## src/rtl/reg_pipe.sv

```systemverilog
// reg_pipe -- DEPTH-stage valid/ready register pipeline with bubble collapse.
//
// Each stage holds one valid bit and one WIDTH-bit data register. A stage
// loads from its upstream neighbour whenever it is empty or its downstream
// neighbour advances, so bubbles are squeezed out while the output is stalled
// and the pipe can hold DEPTH items. The output side comes straight from the
// last stage registers. The ready chain is combinational from m_ready.
//
// Parameters:
//   WIDTH  data width in bits (1..256)
//   DEPTH  number of register stages (1..16)
// Ports:
//   clk        rising-edge clock
//   rst_n      asynchronous active-low reset (clears valid and data)
//   flush      synchronous clear of all valid bits; blocks input transfers
//   s_valid    upstream offers s_data
//   s_ready    block accepts s_data this cycle
//   s_data     upstream payload
//   m_valid    m_data holds a valid item
//   m_ready    downstream accepts m_data this cycle
//   m_data     payload from the last stage
//   occupancy  count of valid stages (only when REG_PIPE_OCC_EN is defined)
//
// Build option: define REG_PIPE_OCC_EN to add the occupancy port and counter.
module reg_pipe #(
  parameter int WIDTH = 8,
  parameter int DEPTH = 2
) (
  input  logic                        clk,
  input  logic                        rst_n,
  input  logic                        flush,
  input  logic                        s_valid,
  output logic                        s_ready,
  input  logic [WIDTH-1:0]            s_data,
  output logic                        m_valid,
  input  logic                        m_ready,
  output logic [WIDTH-1:0]            m_data
`ifdef REG_PIPE_OCC_EN
  ,
  output logic [$clog2(DEPTH+1)-1:0]  occupancy
`endif
);

  logic [DEPTH-1:0]            valid_q, valid_d;
  logic [DEPTH-1:0][WIDTH-1:0] data_q, data_d;
  logic [DEPTH-1:0]            adv;     // stage i loads from its upstream this cycle
  logic [DEPTH-1:0]            prev_v;  // upstream valid seen by each stage
  logic [DEPTH-1:0][WIDTH-1:0] prev_d;  // upstream data seen by each stage

  // A stage can advance when m_ready is high or any stage from it to the
  // output is empty. Computed from state directly (not chained through adv)
  // so there is no combinational self-reference across the vector.
  always_comb begin
    prev_v    = '0;
    prev_d    = '0;
    adv       = '0;
    prev_v[0] = s_valid;
    prev_d[0] = s_data;
    for (int i = 1; i < DEPTH; i++) begin
      prev_v[i] = valid_q[i-1];
      prev_d[i] = data_q[i-1];
    end
    for (int i = 0; i < DEPTH; i++) begin
      logic a;
      a = m_ready;
      for (int j = i; j < DEPTH; j++) a = a | ~valid_q[j];
      adv[i] = a;
    end
  end

  // rst_n gates s_ready so nothing is offered as accepted while held in reset.
  assign s_ready = rst_n & ~flush & adv[0];

  always_comb begin
    valid_d = valid_q;
    data_d  = data_q;
    for (int i = 0; i < DEPTH; i++) begin
      if (flush)       valid_d[i] = 1'b0;
      else if (adv[i]) valid_d[i] = prev_v[i];
      // Data only moves with a valid item; stale data after flush is harmless.
      if (adv[i] && prev_v[i]) data_d[i] = prev_d[i];
    end
  end

  always_ff @(posedge clk or negedge rst_n) begin
    if (!rst_n) begin
      valid_q <= '0;
      data_q  <= '0;
    end else begin
      valid_q <= valid_d;
      data_q  <= data_d;
    end
  end

  assign m_valid = valid_q[DEPTH-1];
  assign m_data  = data_q[DEPTH-1];

`ifdef REG_PIPE_OCC_EN
  localparam int OW = $clog2(DEPTH+1);

  logic          in_xfer, out_xfer;
  logic [OW-1:0] occ_q, occ_d;

  assign in_xfer  = s_valid & s_ready;
  assign out_xfer = m_valid & m_ready;

  // Simultaneous in and out leave the count unchanged; flush wins over both.
  always_comb begin
    occ_d = occ_q;
    if (flush)                     occ_d = '0;
    else if (in_xfer && !out_xfer) occ_d = occ_q + OW'(1);
    else if (!in_xfer && out_xfer) occ_d = occ_q - OW'(1);
  end

  always_ff @(posedge clk or negedge rst_n) begin
    if (!rst_n) occ_q <= '0;
    else        occ_q <= occ_d;
  end

  assign occupancy = occ_q;
`else
  // No occupancy tracking in this build.
`endif

endmodule

```

## config.mk

```make
export PLATFORM = sky130hd
export DESIGN_NAME = reg_pipe
export DESIGN_NICKNAME = d
export VERILOG_FILES = /design/src/rtl/reg_pipe.sv
export SDC_FILE = /design/constraint.sdc
export NUM_CORES = 1
export LEC_CHECK = 0
export CELL_PAD_IN_SITES_DETAIL_PLACEMENT = 1
export CELL_PAD_IN_SITES_GLOBAL_PLACEMENT = 1
export CORE_MARGIN = 5
export CORE_UTILIZATION = 33
export DETAILED_ROUTE_END_ITERATION = 7
export PLACE_DENSITY_LB_ADDON = 0.1
export SYNTH_ARGS = -nofsm -noshare
export SYNTH_HDL_FRONTEND = slang
export SYNTH_SLANG_ARGS = --single-unit
export TNS_END_PERCENT = 30
```

## constraint.sdc

```tcl
create_clock -name clk -period 1.25 [get_ports clk]
set_input_delay 0.25 -clock clk [delete_from_list [all_inputs] [get_ports clk]]
set_output_delay 0.25 -clock clk [all_outputs]
set_load 0.1 [all_outputs]
```

==> impl_results.md, run 1 <==
* Wire per inst at about 14 um
* Cell-internal power at 1.17 mW
* Setup crit end kind: primary output
* Achievable Freq at 606 MHz
* Total grt overflow at 0
* DR vias/cell at 4.42
* Combinational group share of total power at 47.4%
* Clk buf depth at 2
* Synth top area cells: dfrtp_1 57%, mux2_4 15%, mux2_2 11%, buf_4 7.6%, nand2b_4 1.7%
* P_sw at a little under 0.8 mW
* Clk pwr share at 14.5%
* Period utilization at 132%
* Register area share after synthesis at between 50% and 60%
* Library cells used by synthesis at 12
* First-pass GRT wire length at 2490 um
* Max Slew Vio Count at 0
* CP Launch Point: valid_q[1]
* Critical path required time at 1.00 ns
* Rows at 17
* YS warnings at 0
* Final core occ at 52.6%
* H-tree levels at 1
* Worst-Margin Slew at ~0.23 ns
* Rel. slew slack at 84.5%
* Num ports at 23
* Async SR Flop Fraction at 100%
* Final hold vios at 0
* CTS clk-pin slew, worst paths at 0.10 ns
* Worst vdd ir at about 1.1 mV
* DRT antenna net count at 0
* Final min period at 1.65 ns
* First drt pass iteration count at 1
* Top cells by count, synth: 18 x dfrtp_1, 8 x buf_4, 8 x mux2_2, 8 x mux2_4, 3 x nor2_1
* Worst setup margin at -0.400 ns
* # Max-Cap Violations at 0
* GPL Wtd Cong at approximately 0.77
* Reg power frac at a little under two fifths
* RSZ-0062 raised after global routing: true
* Status: finished with violations
* EDFF count, synth at 0
* 1st-iter DRT viols at 0
* Worst EP arrival at 1.40 ns
* Failing checks: setup timing
* Post-Route Setup TNS at -3.03 ns
* PD cells at around 1700 nW/um^2
* CTS root buf: clkbuf_4
* P&R area growth vs syn at 49.1%
* Input/output buffers at 22
* Yosys top cell area share at 56.7%
* Total track usage at roughly a tenth
* Vias at around 470
* Largest net degree at the start of global routing at 19
* WS Path Type: flop to primary output
* Total die area at 3490 sq um
* Final worst clock skew at around 0.0056 ns
* Post-DP HPWL at roughly 1100 um
* Setup violators final at 18
* CTS tree: built
* WL final at 1450 um
* Syn Inst Count at 53
* Yosys reg bits at 18
* Worst skew pair latency at roughly 0.28 ns
* Initial cell density of the core at 35.2%
* Net Sw Frac at 40.3%
* Final Net Count at 92
* Startpoint Class: flop
* Cell area after synthesis at 795 sq um
* Worst R2R Start: valid_q[1]
* ANT cells at 0
* Die Ht at a little under 60 um
* Hold crit path type: input pin to async pin
* Core outline area at 2250 sq um
* Initial antenna violation count at 0
* Die X at 59.1 um
* Fraction of layout cells with a size suffix above 1 at a little over half
* Cell taking the most area after synthesis: dfrtp_1
* Ys flop type: dfrtp_1
* Number of global-route vias before repair at 512
* Leakage at 0.538 nW
* Count leader, synth: dfrtp_1
* CTS Buf Count at 3
* Sink Count at 18
* Avg Inst Size Synth at 15.0 sq um
* Number of remaining DRC errors at 0
* Critical path peak fanout at 2
* Synthesized Nets at 66
==> final cells by class <==
type	count	area [sq um]
fillers	234	1070
inverters	2	7.51
clock buffers	4	26.3
multi-input cells	24	278
repair buffers	30	384
well taps	28	35.0
flip-flops and latches	18	454
==> final timing paths <==
kind	end	slack, ns	cells past startpoint
max	s_ready	-0.40	3
min	valid_q[0]	0.34	2
max reg2reg	data_q[1]	-0.24	4
min reg2reg	data_q[6]	0.52	1
max in group asynchronous	valid_q[1]	0.69	2
min in group clk	data_q[6]	0.52	1
==> state kept, by name, indices dropped and copies added (netlist names) <==
register / cells
data_q: 8
m_data: 8
valid_q: 2
==> power groups by stage <==
| stage | clock (mW) | sequential (mW) | combinational (mW) |
|---|---|---|---|
| floorplan | 0 | 0.729 | 0.668 |
| global placement | 0 | 0.761 | 0.933 |
| detailed placement | 0 | 0.762 | 0.939 |
| CTS | 0.296 | 0.752 | 0.940 |
| global route | 0.333 | 0.761 | 0.960 |
| finish | 0.286 | 0.749 | 0.932 |
==> cell usage in the layout, fill, tap and decap left out <==
cell type        instances
a21oi_1                  1
and3b_2                  1
buf_12                  10
buf_4                    7
buf_6                    1
clkbuf_1                 1
clkbuf_4                 3
clkdlybuf4s50_1         12
dfrtp_1                 17
dfrtp_4                  1
inv_1                    2
mux2_2                   8
mux2_4                   8
nand2b_4                 1
nor2_1                   3
nor3b_4                  1
o21ai_2                  1
==> kinds of logic (layout without fill, tap and decap cells) <==
logic type | Yosys count | count (layout) | share of synthesized area, %
AO/OA/AOI/OAI | 2 | 2 | 1.73
AND/OR/NAND/NOR | 6 | 6 | 5.20
flip-flops | 18 | 18 | 56.7
multiplexers | 16 | 16 | 26.5
buffers and inverters | 11 | 36 | 9.92
==> repair_timing <==
action | in CTS | in global routing
hold buffers | 0 | 0
gates resized for setup | 1 | 1
setup endpoints to repair | 18 | 18
buffers inserted | 1 | 0
gates cloned | 0 | 0
pin swaps | 1 | 0
==> stage by stage <==
step | setup WS (ns) | cells | cell area (sq um) | power [mW] | hold WS [ns]
finish | -0.400 | 106 | 1180 | 1.97 | 0.343
global route | -0.467 | 106 | 1180 | 2.05 | 0.360
CTS | -0.409 | 106 | 1180 | 1.99 | 0.359
detailed placement | -0.435 | 101 | 1150 | 1.70 | 0.492
global placement | -0.423 | 101 | 1150 | 1.69 | 0.495
floorplan | -0.732 | 53 | 810 | 1.40 | -0.0456
==> per-layer routing <==
layer / vias to the layer above / GRT usage [%] / routed length, um
met5: - / 0 / 0
met4: 0 / 1.94 / 0
met3: 0 / 3.05 / 117
met2: 15 / 15.5 / 707
met1: 232 / 12.0 / 626
li1: 222 / - / -
==> worst max-delay path: stages, from the launching register on <==
cell	delay [ns]
dfrtp_4	0.48
and3b_2	0.23
nor3b_4	0.21
buf_12	0.20
No activity file was read; power rests on OpenSTA's default activity.
==> inputs of run 2 (changes only) <==
SLEW_MARGIN = 10   (was not set)
==> results of run 2 <==
The final DEF is identical to that of run 1; final timing and power are the same.
==> inputs of run 3 (changes only) <==
CORE_MARGIN = 2   (was 5)
CTS_CLUSTER_SIZE = 30   (was not set)
HOLD_SLACK_MARGIN = 0.08   (was not set)
==> impl_results.md, run 3 (synthesized netlist as in run 1, its figures left out) <==
* Status: finished with violations
* Failing checks: setup timing
* Final Net Count at 91 (-1.1%)
* Fillcell total at 236 (+0.85%)
* DRT antenna net count at 0 (unchanged)
* Worst r2r path cells at 4 (unchanged)
* Max Slew Vio Count at 0 (unchanged)
* # Max-Cap Violations at 0 (unchanged)
* Final core occ at 53.1% (+0.50 points)
* Inst Count DP at 100 (-0.99%)
* Post-Route Setup TNS at -2.78 ns (+0.250 ns)
* Total die area at 2820 sq um (-19%)
* Rows at 17 (unchanged)
* Rel. slew slack at 84.8% (+0.25 points)
* Hold crit path type: input pin to async pin
* Worst vdd ir at 0.991 mV (-11%)
* Sink Count at 18 (unchanged)
* Worst setup margin at -0.404 ns (-0.00321 ns)
* Initial cell density of the core at 35.2% (unchanged)
* Final hold vios at 0 (unchanged)
* Sequential cell area at 454 sq um (unchanged)
* Largest net degree at the start of global routing at 19 (unchanged)
* Clk buf depth at 2 (unchanged)
* Post-DP HPWL at 1070 um (-7.0%)
* WL final at 1410 um (-2.8%)
* Flop-to-flop setup slack at -0.23 ns (about the same)
* Total grt overflow at 0 (unchanged)
* Levels on crit path at 3 (unchanged)
* Commonest cells after routing, fill and taps aside: 17 x dfrtp_1, 12 x clkdlybuf4s50_1, 11 x buf_12
* Die Ht at 53.1 um (-10%)
* Worst path bufs/invs at 1 (unchanged)
* Achievable Freq at 605 MHz (-0.19%)
* Cell Chain, Critical Path: and3b_2, nor3b_4, buf_12
* Critical path peak fanout at 2 (unchanged)
* CP Launch Point: valid_q[1]
* 1st-iter DRT viols at 2 (+2)
* ANT cells at 0 (unchanged)
* Number of global-route vias before repair at 522 (+2.0%)
* WS Path Type: flop to primary output
* Input/output buffers at 22 (unchanged)
* Initial antenna violation count at 0 (unchanged)
* Vias at 478 (+1.9%)
* Leakage at 0.544 nW (+1.0%)
* Setup crit end kind: primary output
* GPL Wtd Cong at 0.619 (-20%)
* Commonest non-fill, non-tap cell in the layout: dfrtp_1
* H-tree levels at 1 (unchanged)
* Number of remaining DRC errors at 0 (unchanged)
* Worst EP arrival at 1.40 ns (about the same)
* FF-to-FF End: data_q[1]
* Crit path to: s_ready
* RSZ-0062 raised after global routing: true
* Non-filler cells, final at 105 (-0.94%)
* Total track usage at 12.0% (+2.6 points)
* CTS tree: built
* First drt pass iteration count at 3 (+2)
* Num ports at 23 (unchanged)
* CP top delay family: flip-flops
* Core outline area at 2250 sq um (unchanged)
* PD cells at 1700 nW/um^2 (+2.4%)
* CTS Buf Count at 3 (unchanged)
* Critical path required time at 1.00 ns (about the same)
* Worst skew pair latency at 0.29 ns (about the same)
* DR vias/cell at 4.55 (+2.9%)
* Final worst clock skew at 0.000324 ns (-0.00524 ns)
* Setup violators final at 18 (unchanged)
* Startpoint Class: flop
* CP max stage delay at 0.48 ns (about the same)
* Worst R2R Start: valid_q[1]
* CTS clk-pin slew, worst paths at 0.10 ns (about the same)
* P&R area growth vs syn at 50.6%
* CP max-delay cell: dfrtp_4
* Period utilization at 132% (+0.26 points)
* Worst-Margin Slew at 0.229 ns (-0.00371 ns)
* CTS root buf: clkbuf_4
* First-pass GRT wire length at 2390 um (-3.9%)
* Die X at 53.1 um (-10%)
* Fraction of layout cells with a size suffix above 1 at 54.5% (+0.70 points)
* Final min period at 1.65 ns (+0.00321 ns)
* Wire per inst at 13.4 um (-1.9%)
* Area of the multi-input gates at 278 sq um (unchanged)
-- run 3: changes by cell type in the layout (fill, tap and decap cells not counted), sizes merged --
| cell | change |
|---|---|
| buf | -1 |
-- run 3: what timing repair did --
action,in CTS,in global routing
hold buffers,0,0
pin swaps,1,0
buffers inserted,1,0
gates resized for setup,1,0
endpoints found under the setup margin,18,18
hold endpoints to repair,0,0
-- run 3: per-layer routing --
layer	up-vias	track usage (%)	routed length (um)	part of all wire, %
met5	-	0	0	0
met4	0	1.28	0	0
met3	0	5.08	112	7.9
met2	20	19.8	637	45
met1	239	15.0	659	47
li1	219	-	-	-
-- run 3: how the worst min path moves through the flow --
stage / from / endpoint / slack (ns) / depth (start not counted)
floorplan: rst_n / data_q[0] / -0.05 / 0
global placement: data_q[0] / data_q[0] / 0.49 / 1
detailed placement: data_q[3] / data_q[3] / 0.50 / 1
CTS: rst_n / m_data[4] / 0.33 / 2
global route: rst_n / valid_q[1] / 0.33 / 2
finish: rst_n / valid_q[1] / 0.34 / 2
-- run 3: where the power goes --
group	switching, mW	total, mW	internal [mW]
Combinational	0.554	0.934	0.380
Sequential	0.0782	0.750	0.672
Clock	0.172	0.349	0.177
-- run 3: area by class of cell --
class	count	area share, %
Clock buffer	4	3.03
Inverter	2	0.628
Multi-Input combinational cell	24	23.2
Sequential cell	18	38.0
Tap cell	28	2.93
Timing Repair Buffer	29	32.2
-- run 3: worst register-to-register path: cells and delay by family (launching register included) --
| family | cells | cell delay (ns) |
|---|---|---|
| flip-flops | 1 | 0.48 |
| AND/OR/NAND/NOR | 2 | 0.43 |
| multiplexers | 1 | 0.32 |
| buffers and inverters | 1 | 0.14 |
-- run 3: per-stage QoR --
step / setup WS, ns / power [mW] / instance area (sq um) / hold slack, ns
global placement: -0.429 / 1.69 / 1150 / 0.493
detailed placement: -0.423 / 1.70 / 1150 / 0.498
finish: -0.404 / 2.03 / 1200 / 0.335
floorplan: -0.732 / 1.40 / 810 / -0.0456
global route: -0.481 / 2.13 / 1200 / 0.330
CTS: -0.432 / 2.07 / 1200 / 0.331
